$ cat src/rtl/fetch_unit_pkg.sv
// Shared constants for the instruction-fetch front end.
package fetch_unit_pkg;
   localparam int INSTR_LEN   = 32;
   localparam int WORD        = 64;
   localparam int INSTR_BYTES = 4;
endpackage

$ cat src/rtl/fetch_queue.sv
// Small power-of-two FIFO of {pc, instr} entries between instr_mem and decode.
module fetch_queue #(
   parameter int DEPTH = 2,
   parameter int WIDTH = 96
) (
   input  logic                     clk_i,
   input  logic                     reset_i,
   input  logic                     push_i,
   input  logic                     pop_i,
   input  logic                     flush_i,
   input  logic [WIDTH-1:0]         wdata_i,
   output logic [WIDTH-1:0]         rdata_o,
   output logic                     full_o,
   output logic                     empty_o,
   output logic [$clog2(DEPTH):0]   count_o
);
   localparam int AW = $clog2(DEPTH);
   localparam logic [AW:0] FULL_CNT = (AW+1)'(DEPTH);

   logic [WIDTH-1:0] mem_q [DEPTH];
   logic [AW-1:0]    head_q, tail_q;
   logic [AW:0]      count_q;
   logic             do_push, do_pop;

   assign empty_o = (count_q == '0);
   assign full_o  = (count_q == FULL_CNT);
   assign count_o = count_q;
   assign rdata_o = mem_q[head_q];
   assign do_pop  = pop_i && !empty_o;
   assign do_push = push_i && (!full_o || do_pop);

   // Reset clears the stored entries so the head reads as zero afterwards.
   always_ff @(posedge clk_i) begin
      if (reset_i) begin
         head_q  <= '0;
         tail_q  <= '0;
         count_q <= '0;
         for (int i = 0; i < DEPTH; i++) mem_q[i] <= '0;
      end else if (flush_i) begin
         head_q  <= '0;
         tail_q  <= '0;
         count_q <= '0;
      end else begin
         if (do_push) begin
            mem_q[tail_q] <= wdata_i;
            tail_q        <= tail_q + 1'b1;
         end
         if (do_pop) head_q <= head_q + 1'b1;
         case ({do_push, do_pop})
            2'b10:   count_q <= count_q + 1'b1;
            2'b01:   count_q <= count_q - 1'b1;
            default: count_q <= count_q;
         endcase
      end
   end
endmodule

$ cat src/rtl/fetch_unit.sv
// Fetch front end: owns the PC, tracks the single in-flight instr_mem read,
// and feeds decode from a small queue; redirects flush everything pending.
module fetch_unit
   import fetch_unit_pkg::*;
#(
   parameter int                  PC_WIDTH = 64,
   parameter logic [PC_WIDTH-1:0] RESET_PC = '0,
   parameter int                  QDEPTH   = 2
) (
   input  logic                 clk,
   input  logic                 reset,
   output logic                 imem_req,
   output logic [PC_WIDTH-1:0]  imem_addr,
   input  logic [INSTR_LEN-1:0] imem_instr,
   input  logic                 redirect,
   input  logic [PC_WIDTH-1:0]  redirect_pc,
   output logic                 f_valid,
   input  logic                 f_ready,
   output logic [INSTR_LEN-1:0] f_instr,
   output logic [PC_WIDTH-1:0]  f_pc
);
   localparam int CW = $clog2(QDEPTH) + 1;
   localparam logic [PC_WIDTH-1:0] ALIGN_MASK = ~PC_WIDTH'(3);

   logic [PC_WIDTH-1:0] pc_q, pc_d;
   logic [PC_WIDTH-1:0] inflight_pc_q, inflight_pc_d;
   logic                inflight_q, inflight_d;
   logic [CW-1:0]       count;
   logic [CW:0]         occupancy;
   logic                q_empty, q_full;
   logic                pop, push, issue;

   assign pop = f_valid && f_ready;
   // Slots committed after this edge: queued + returning - leaving.
   assign occupancy = {1'b0, count} + (CW+1)'(inflight_q) - (CW+1)'(pop);
   assign issue     = !reset && !redirect && (occupancy < (CW+1)'(QDEPTH));
   assign push      = inflight_q && !redirect && (!q_full || pop);

   assign imem_req  = issue;
   assign imem_addr = pc_q;
   assign f_valid   = !q_empty;

   always_comb begin
      pc_d          = pc_q;
      inflight_d    = 1'b0;
      inflight_pc_d = inflight_pc_q;
      if (redirect) begin
         pc_d = redirect_pc & ALIGN_MASK;
      end else if (issue) begin
         pc_d          = pc_q + PC_WIDTH'(INSTR_BYTES);
         inflight_d    = 1'b1;
         inflight_pc_d = pc_q;
      end
   end

   always_ff @(posedge clk) begin
      if (reset) begin
         pc_q       <= RESET_PC;
         inflight_q <= 1'b0;
      end else begin
         pc_q       <= pc_d;
         inflight_q <= inflight_d;
      end
   end

   // Tag only matters while inflight_q is set, so it needs no reset.
   always_ff @(posedge clk) begin
      inflight_pc_q <= inflight_pc_d;
   end

   fetch_queue #(
      .DEPTH (QDEPTH),
      .WIDTH (PC_WIDTH + INSTR_LEN)
   ) u_queue (
      .clk_i   (clk),
      .reset_i (reset),
      .push_i  (push),
      .pop_i   (pop),
      .flush_i (redirect),
      .wdata_i ({inflight_pc_q, imem_instr}),
      .rdata_o ({f_pc, f_instr}),
      .full_o  (q_full),
      .empty_o (q_empty),
      .count_o (count)
   );
endmodule

$ cat config.mk
export PLATFORM = sky130hd
export DESIGN_NAME = fetch_unit
export DESIGN_NICKNAME = d
export VERILOG_FILES = /design/src/rtl/fetch_unit_pkg.sv /design/src/rtl/fetch_queue.sv /design/src/rtl/fetch_unit.sv
export SDC_FILE = /design/constraint.sdc
export NUM_CORES = 1
export LEC_CHECK = 0
export ABC_AREA = 1
export CORE_MARGIN = 2
export CORE_UTILIZATION = 54
export CTS_CLUSTER_SIZE = 20
export DETAILED_ROUTE_END_ITERATION = 16
export PLACE_DENSITY = 0.81
export SLEW_MARGIN = 20
export SYNTH_ARGS = -nofsm -noshare
export SYNTH_HDL_FRONTEND = slang
export SYNTH_SLANG_ARGS = --single-unit
$ cat constraint.sdc
create_clock -name clk -period 5.4 [get_ports clk]
set_clock_uncertainty 0.2 [all_clocks]
set_input_delay 1.08 -clock clk [delete_from_list [all_inputs] [get_ports clk]]
set_output_delay 1.08 -clock clk [all_outputs]
set_load 0.02 [all_outputs]
==> results of run 1 <==
worst max path at each step:
stage                        start                           endpoint  slack [ps]
after floorplan           redirect  u_queue.mem_q[0][0]$_SDFFCE_PN0P_         770
after global placement     f_ready                           imem_req         480
after detailed placement   f_ready                           imem_req         430
after CTS                  f_ready                           imem_req         360
after global routing       f_ready                           imem_req         240
final                      f_ready                           imem_req         360
layer usage:
layer  share of wire [%]  track usage, %  vias up  wire (µm)
li1                    -               -     5481          -
met1                  41           35.99     5430      16310
met2                  48           45.63      480      19360
met3                 7.9           4.257       78       3166
met4                 2.9           8.769        0       1162
met5                   0               0        -          0
power by group:
group	leakage, µW	switching, µW	internal [µW]	total (µW)
Sequential	0.00311	89.9	2760	2850
Clock	0.000527	938	1340	2280
Combinational	0.00381	338	266	604
layout make-up:
| type | count | share of cell area [%] |
|---|---|---|
| clock inverter | 12 | 0.6427 |
| timing repair buffer | 267 | 14.06 |
| tap | 378 | 2.479 |
| clock buffer | 49 | 5.030 |
| inverter | 239 | 4.702 |
| sequential | 318 | 46.50 |
| multi-input combinational | 933 | 26.58 |
flip-flops by register name, indices dropped and copies added, names as in the netlist, named ones only:
register	count
u_queue.head_q	1
u_queue.count_o	2
inflight_q	1
imem_addr	62
u_queue.mem_q	188
inflight_pc_q	62
u_queue.tail_q	1
placed cells by master (no fill, tap or decap), types with 5 or more instances in the layout:
cell and count:
nand2_1 275, clkdlybuf4s50_1 253, edfxtp_1 250, nor2_1 238, inv_1 235, mux2_2 94
dfxtp_1 67, nor2_2 63, nand3_1 60, a21oi_1 53, clkbuf_16 36, o21ai_0 34
o21ai_2 27, xor2_1 19, clkbuf_1 12, o21ai_1 10, a31oi_1 9, buf_4 8
nand4_1 7, nand2_4 6, clkinv_1 6, xnor2_1 6, nand2_2 5, nor2_4 5
logic make-up (layout without fill, tap and decap cells):
family | count (synthesis) | in the layout | share of synthesized area, %
muxes | 94 | 94 | 6.942
AOI/OAI and AO/OA | 141 | 141 | 5.514
buffers and inverters | 299 | 567 | 8.854
DFF | 318 | 318 | 58.16
adders and majority gates | 4 | 4 | 0.3775
and+or+nand+nor | 665 | 665 | 18.69
xor gates and xnor gates | 25 | 25 | 1.436
other | 1 | 4 | 0.02459
metrics by stage:
step / setup slack (ps) / hold slack [ps] / std cells / power [µW] / area, µm²
final: 359.1 / 238.3 / 2196 / 5736 / 19080
after global routing: 238.5 / 276.0 / 2196 / 5913 / 19080
after CTS: 356.7 / 239.5 / 2196 / 5758 / 19080
after detailed placement: 426.4 / 230.9 / 2135 / 3504 / 18000
after global placement: 480.2 / 226.3 / 2135 / 3485 / 18000
after floorplan: 772.4 / 225.6 / 1550 / 3203 / 15260
critical path, delay by kind of cell:
family / cells / cell delay [ps]
buf+inv: 5 / 1330
fa+ha+maj: 2 / 650
simple gates: 4 / 520
xor+xnor: 1 / 160
==> results.sh, run 1 <==
export IMPL_status="finished, final reports clean"
export IMPL_netlist_instances=1547
export IMPL_cts_tree="built"
export IMPL_io_buffers=255
export IMPL_path_clk_slew_ps=60
export IMPL_die_y_um=172.0
export IMPL_cts_made_buffers=34
export IMPL_antenna_found_initial=0
export IMPL_grt_start_max_net_pins=95
export IMPL_powerDensity_nw_per_um2=300.6
export IMPL_synth_area_leaders="edfxtp_1, dfxtp_1, mux2_2, nand2_1, nor2_1"
export IMPL_max_freq_mhz=198.4
export IMPL_maxCapViolations=0
export IMPL_ys_warn_count=0
export IMPL_yosysMostFrequentCell="nand2_1"
export IMPL_post_route_min_period_ps=5041
export IMPL_reg2reg_depth=16
export IMPL_slowest_stage="clkdlybuf4s50_1"
export IMPL_hold_violations=0
export IMPL_setup_viol=0
export IMPL_yosys_register_bits=318
export IMPL_n_antenna_cell=0
export IMPL_cp_end_kind="primary output"
export IMPL_dp_hpwl_um=27520
export IMPL_crit_type="in2out"
export IMPL_grt_overflow=0
export IMPL_holdCritPathClass="reg2reg"
export IMPL_netlist_area_um2=15250
export IMPL_drc=0
export IMPL_wirelength_um=40000
export IMPL_ctsHoldBuffers=0
export IMPL_detail_route_antenna_nets=0
export IMPL_r2r_start="u_queue.count_o[1]$_SDFFE_PP0P_"
export IMPL_multiInputGateArea_um2=5071
export IMPL_grt_use_total_pct=27.05
export IMPL_p_leak_uw=0.007451
export IMPL_synth_top_area_share_pct=49.23
export IMPL_netlist_top_cells_count="nand2_1, edfxtp_1, nor2_1"
export IMPL_vias_per_cell=5.223
export IMPL_grt_setup_unrepaired="no"
export IMPL_ys_types=38
export IMPL_critPathLaunchType="primary input"
export IMPL_reg2reg_slack_ps=1600
export IMPL_io_pins=262
export IMPL_seqCellArea_um2=8872
export IMPL_initial_utilization_pct=54.89
export IMPL_required_ps=4120
export IMPL_arrival_ps=3760
export IMPL_final_util_pct=68.67
export IMPL_coreArea_um2=27780
export IMPL_cts_max_level=2
export IMPL_wire_per_inst_um=18.22
export IMPL_layout_nets=1897
export IMPL_grt_pass1_wl_um=60890
export IMPL_fin_crit_sh_pct=93.35
export IMPL_cts_resized=0
export IMPL_cts_path_max_buffers=3
export IMPL_num_fill_cells=2168
export IMPL_dieWidth_um=172.0
export IMPL_crit_chain="clkdlybuf4s50_1, nand2_1, inv_1, ha_1, inv_1, nand2_1, fa_1, xor2_1, nor2_1, nand2_4, inv_2, clkdlybuf4s50_1"
export IMPL_reg2reg_to="imem_addr[8]$_SDFFE_PP0P_"
export IMPL_yosys_most_used_dff="edfxtp_1"
export IMPL_cts_root_buf="clkbuf_16"
export IMPL_max_stage_delay_ps=600
export IMPL_slew_headroom_pct=29.14
export IMPL_dr_pass1_iters=6
export IMPL_vdd_ir_drop_max_mv=0.2018
export IMPL_area_growth_pct=25.12
export IMPL_path_max_fanout=9
export IMPL_setup_tns_final_ps=0
export IMPL_insertion_delay_ps=520
export IMPL_tightest_slew_ps=1063
export IMPL_num_rows=61
export IMPL_drive_above_1_share_pct=14.74
export IMPL_yosysTopAreaCell="edfxtp_1"
export IMPL_hold_path_depth=1
export IMPL_synth_avg_cell_area_um2=9.857
export IMPL_die_area_um2=29600
export IMPL_worstHoldStart="u_queue.head_q$_SDFFE_PP0P_"
export IMPL_drv_slew=0
export IMPL_synthArstFlopShare_pct=0
export IMPL_drt_iter0_markers=1121
export IMPL_first_global_vias=11350
export IMPL_yosysSeqAreaShare_pct=58.16
export IMPL_cts_setup_buffers=0
export IMPL_num_vias=11470
export IMPL_numClockSinks=318
export IMPL_gp_congestion=0.9808
export IMPL_synth_enable_flop_cells=250
(Power assumes the default switching activity.)
==> inputs of run 2 (changes only) <==
--- a/config.mk
+++ b/config.mk
@@ -14,4 +14,5 @@
 export SLEW_MARGIN = 20
 export SYNTH_ARGS = -nofsm -noshare
 export SYNTH_HDL_FRONTEND = slang
+export SYNTH_HIERARCHICAL = 1
 export SYNTH_SLANG_ARGS = --single-unit
==> run 2 against run 1 <==
Sequential share of layout area decreased by 0.12 points. Design area increased by 1.6%. Utilization increased by 0.92 points. Global-route usage decreased by 0.32 points. Power decreased by 1.3%. Cell count increased by 2.6%. Critical path type unchanged.
==> results.sh, run 2 <==
export IMPL_status="finished, final reports clean"
export IMPL_synth_mux_area_share_pct=7.048
export IMPL_path_max_fanout=5
export IMPL_layout_common_cells="nand2_1, nor2_1, clkdlybuf4s50_1"
export IMPL_cts_resized=0
export IMPL_netlist_area_um2=15340
export IMPL_p_seq_share_pct=50.7
export IMPL_vias_per_cell=5.267
export IMPL_area_growth_pct=26.40
export IMPL_max_freq_mhz=197.1
export IMPL_layout_nets=1952
export IMPL_yosys_most_used_dff="edfxtp_1"
export IMPL_coreArea_um2=27860
export IMPL_slowest_stage="clkdlybuf4s50_1"
export IMPL_drc=0
export IMPL_slew_headroom_pct=41.26
export IMPL_crit_type="in2out"
export IMPL_tightest_slew_ps=881.1
export IMPL_yosys_register_bits=322
export IMPL_wire_per_inst_um=18.08
export IMPL_dp_hpwl_um=28130
export IMPL_grt_overflow=0
export IMPL_synthXorXnorAreaFrac_pct=0.6282
export IMPL_first_global_vias=11310
export IMPL_grt_start_max_net_pins=98
export IMPL_synth_simple_area_share_pct=20.23
export IMPL_gp_congestion=0.9277
export IMPL_p_sw_share_pct=23.29
export IMPL_top_register="u_queue/mem_q"
export IMPL_netlist_instances=1595
export IMPL_synthArstFlopShare_pct=0
export IMPL_num_rows=61
export IMPL_drive_above_1_share_pct=12.33
export IMPL_io_buffers=257
export IMPL_numClockSinks=322
export IMPL_drt_iter0_markers=1148
export IMPL_max_stage_delay_ps=600
export IMPL_cts_setup_buffers=0
export IMPL_synthAdderAreaFrac_pct=0.2937
export IMPL_vdd_ir_drop_max_mv=0.1904
export IMPL_synth_avg_cell_area_um2=9.616
export IMPL_detail_route_antenna_nets=0
export IMPL_dr_pass1_iters=5
export IMPL_crit_chain="clkdlybuf4s50_1, nand2_1, inv_1, ha_1, or2_2, fa_1, xor2_1, nor2_1, nand2_1, clkinv_1, clkdlybuf4s50_1"
export IMPL_drv_slew=0
export IMPL_cts_max_level=2
export IMPL_holdCritPathClass="reg2reg"
export IMPL_antenna_found_initial=1
export IMPL_multiInputGateArea_um2=5129
export IMPL_setup_viol=0
export IMPL_cts_made_buffers=34
export IMPL_grt_setup_unrepaired="no"
export IMPL_largest_register_ff_count=192
export IMPL_path_clk_slew_ps=60
export IMPL_die_area_um2=29770
export IMPL_cts_tree="built"
export IMPL_num_vias=11860
export IMPL_yosysTopAreaCell="edfxtp_1"
export IMPL_synth_compound_area_share_pct=4.960
export IMPL_p_leak_uw=0.007657
export IMPL_yosysSeqAreaShare_pct=58.61
export IMPL_combPwrFrac_pct=9.7
export IMPL_synth_top_family_by_area="simple AND/OR/NAND/NOR gates"
export IMPL_synth_area_leaders="edfxtp_1, dfxtp_1, nand2_1, mux2_2, nor2_1"
export IMPL_design_area_um2=19390
export IMPL_ys_types=37
export IMPL_p_int_uw=4345
export IMPL_maxCapViolations=0
export IMPL_ys_warn_count=6
export IMPL_initial_utilization_pct=55.06
export IMPL_die_y_um=172.5
export IMPL_seqCellArea_um2=8992
export IMPL_synth_top_area_share_pct=49.73
export IMPL_powerDensity_nw_per_um2=292.2
export IMPL_netlist_top_cells_count="nand2_1, nor2_1, edfxtp_1"
export IMPL_p_switching_uw=1319
export IMPL_cts_root_buf="clkbuf_16"
export IMPL_insertion_delay_ps=510
export IMPL_placed_area_um2=18260
export IMPL_hold_violations=0
export IMPL_wirelength_um=40720
export IMPL_dieWidth_um=172.5
export IMPL_layout_commonest_cell="nand2_1"
export IMPL_hold_slack_ps=301.7
export IMPL_critPathLaunchType="primary input"
export IMPL_ctsHoldBuffers=0
export IMPL_cp_end_kind="primary output"
export IMPL_arrival_ps=3790
export IMPL_synth_enable_flop_cells=254
export IMPL_yosysMostFrequentCell="nand2_1"
export IMPL_fin_crit_sh_pct=93.96
export IMPL_num_fill_cells=2080
export IMPL_grt_pass1_wl_um=62540
export IMPL_cts_path_max_buffers=3
export IMPL_post_route_min_period_ps=5074
export IMPL_grt_use_total_pct=26.73
export IMPL_clkPwrFrac_pct=39.6
export IMPL_io_pins=262
export IMPL_setup_tns_final_ps=0
export IMPL_required_ps=4120
-- run 2: changes by cell type in the layout (fill, tap and decap cells not counted), moves of 7 or more --
cell / previous run / this run
nor2_2: 63 / 10
nor2_1: 238 / 269
nor2_4: 5 / 32
o21ai_2: 27 / 0
o21ai_0: 34 / 55
nand2_1: 275 / 292
nand3_1: 60 / 72
xor2_1: 19 / 8
inv_1: 235 / 242
-- run 2: cell type report --
type / count / area share, %
sequential: 322 / 46.39
multi-input combinational: 965 / 26.46
timing repair buffer: 273 / 14.30
clock buffer: 51 / 5.092
inverter: 253 / 4.899
tap: 378 / 2.440
clock inverter: 9 / 0.4131
antenna: 1 / 0.01291
-- run 2: logic make-up (layout without fill, tap and decap cells) --
family                   Yosys count  in the layout
flip-flops                       322            322
buffers and inverters            311            586
AND/OR/NAND/NOR                  704            704
multiplexers                      96             96
other                              1              5
AO/OA/AOI/OAI                    147            147
XOR/XNOR                          11             11
adder cells (fa/ha/maj)            3              3
-- run 2: metal layers --
| metal | track usage (%) | up-vias | share of wire [%] |
|---|---|---|---|
| met5 | 0 | - | 0 |
| met4 | 9.437 | 0 | 3.4 |
| met3 | 3.606 | 87 | 6.9 |
| met2 | 44.90 | 535 | 48 |
| met1 | 35.82 | 5581 | 42 |
| li1 | - | 5658 | - |
-- run 2: worst paths after layout --
path                                   startpoint                        end  slack (ps)  cells past startpoint
setup / recovery                          f_ready                   imem_req         330                     11
hold / removal        u_queue/head_q$_SDFFE_PP0P_                   register         300                      2
setup reg to reg  u_queue/count_o[1]$_SDFFE_PP0P_  imem_addr[6]$_SDFFE_PP0P_        1190                     19
hold reg to reg       u_queue/head_q$_SDFFE_PP0P_                   register         300                      2
-- run 2: through the flow --
| step | utilization [%] | power (µW) | worst slack (ps) | cells |
|---|---|---|---|---|
| final | 69.59 | 5664 | 326.3 | 2252 |
| after global routing | 69.59 | 5840 | 154.7 | 2252 |
| after CTS | 69.38 | 5696 | 313.5 | 2249 |
| after detailed placement | 65.55 | 3468 | 321.5 | 2189 |
| after global placement | 65.55 | 3453 | 349.7 | 2189 |
| after floorplan | - | 3177 | 196.3 | 1598 |
-- run 2: worst max-delay path, delay by kind of cell --
kind | cells | cell delay (ps)
buffers and inverters | 4 | 1290
adders and majority gates | 2 | 640
and+or+nand+nor | 4 | 620
xor gates and xnor gates | 1 | 170
-- run 2: power by group through the flow --
| stage | sequential [µW] | combinational, µW | clock (µW) |
|---|---|---|---|
| 2_1_floorplan | 2930 | 247 | 0 |
| 3_3_place_gp | 2920 | 534 | 0 |
| 3_5_place_dp | 2920 | 544 | 0 |
| 4_1_cts | 2870 | 548 | 2280 |
| 5_1_grt | 2890 | 587 | 2370 |
| 6_report | 2870 | 549 | 2240 |
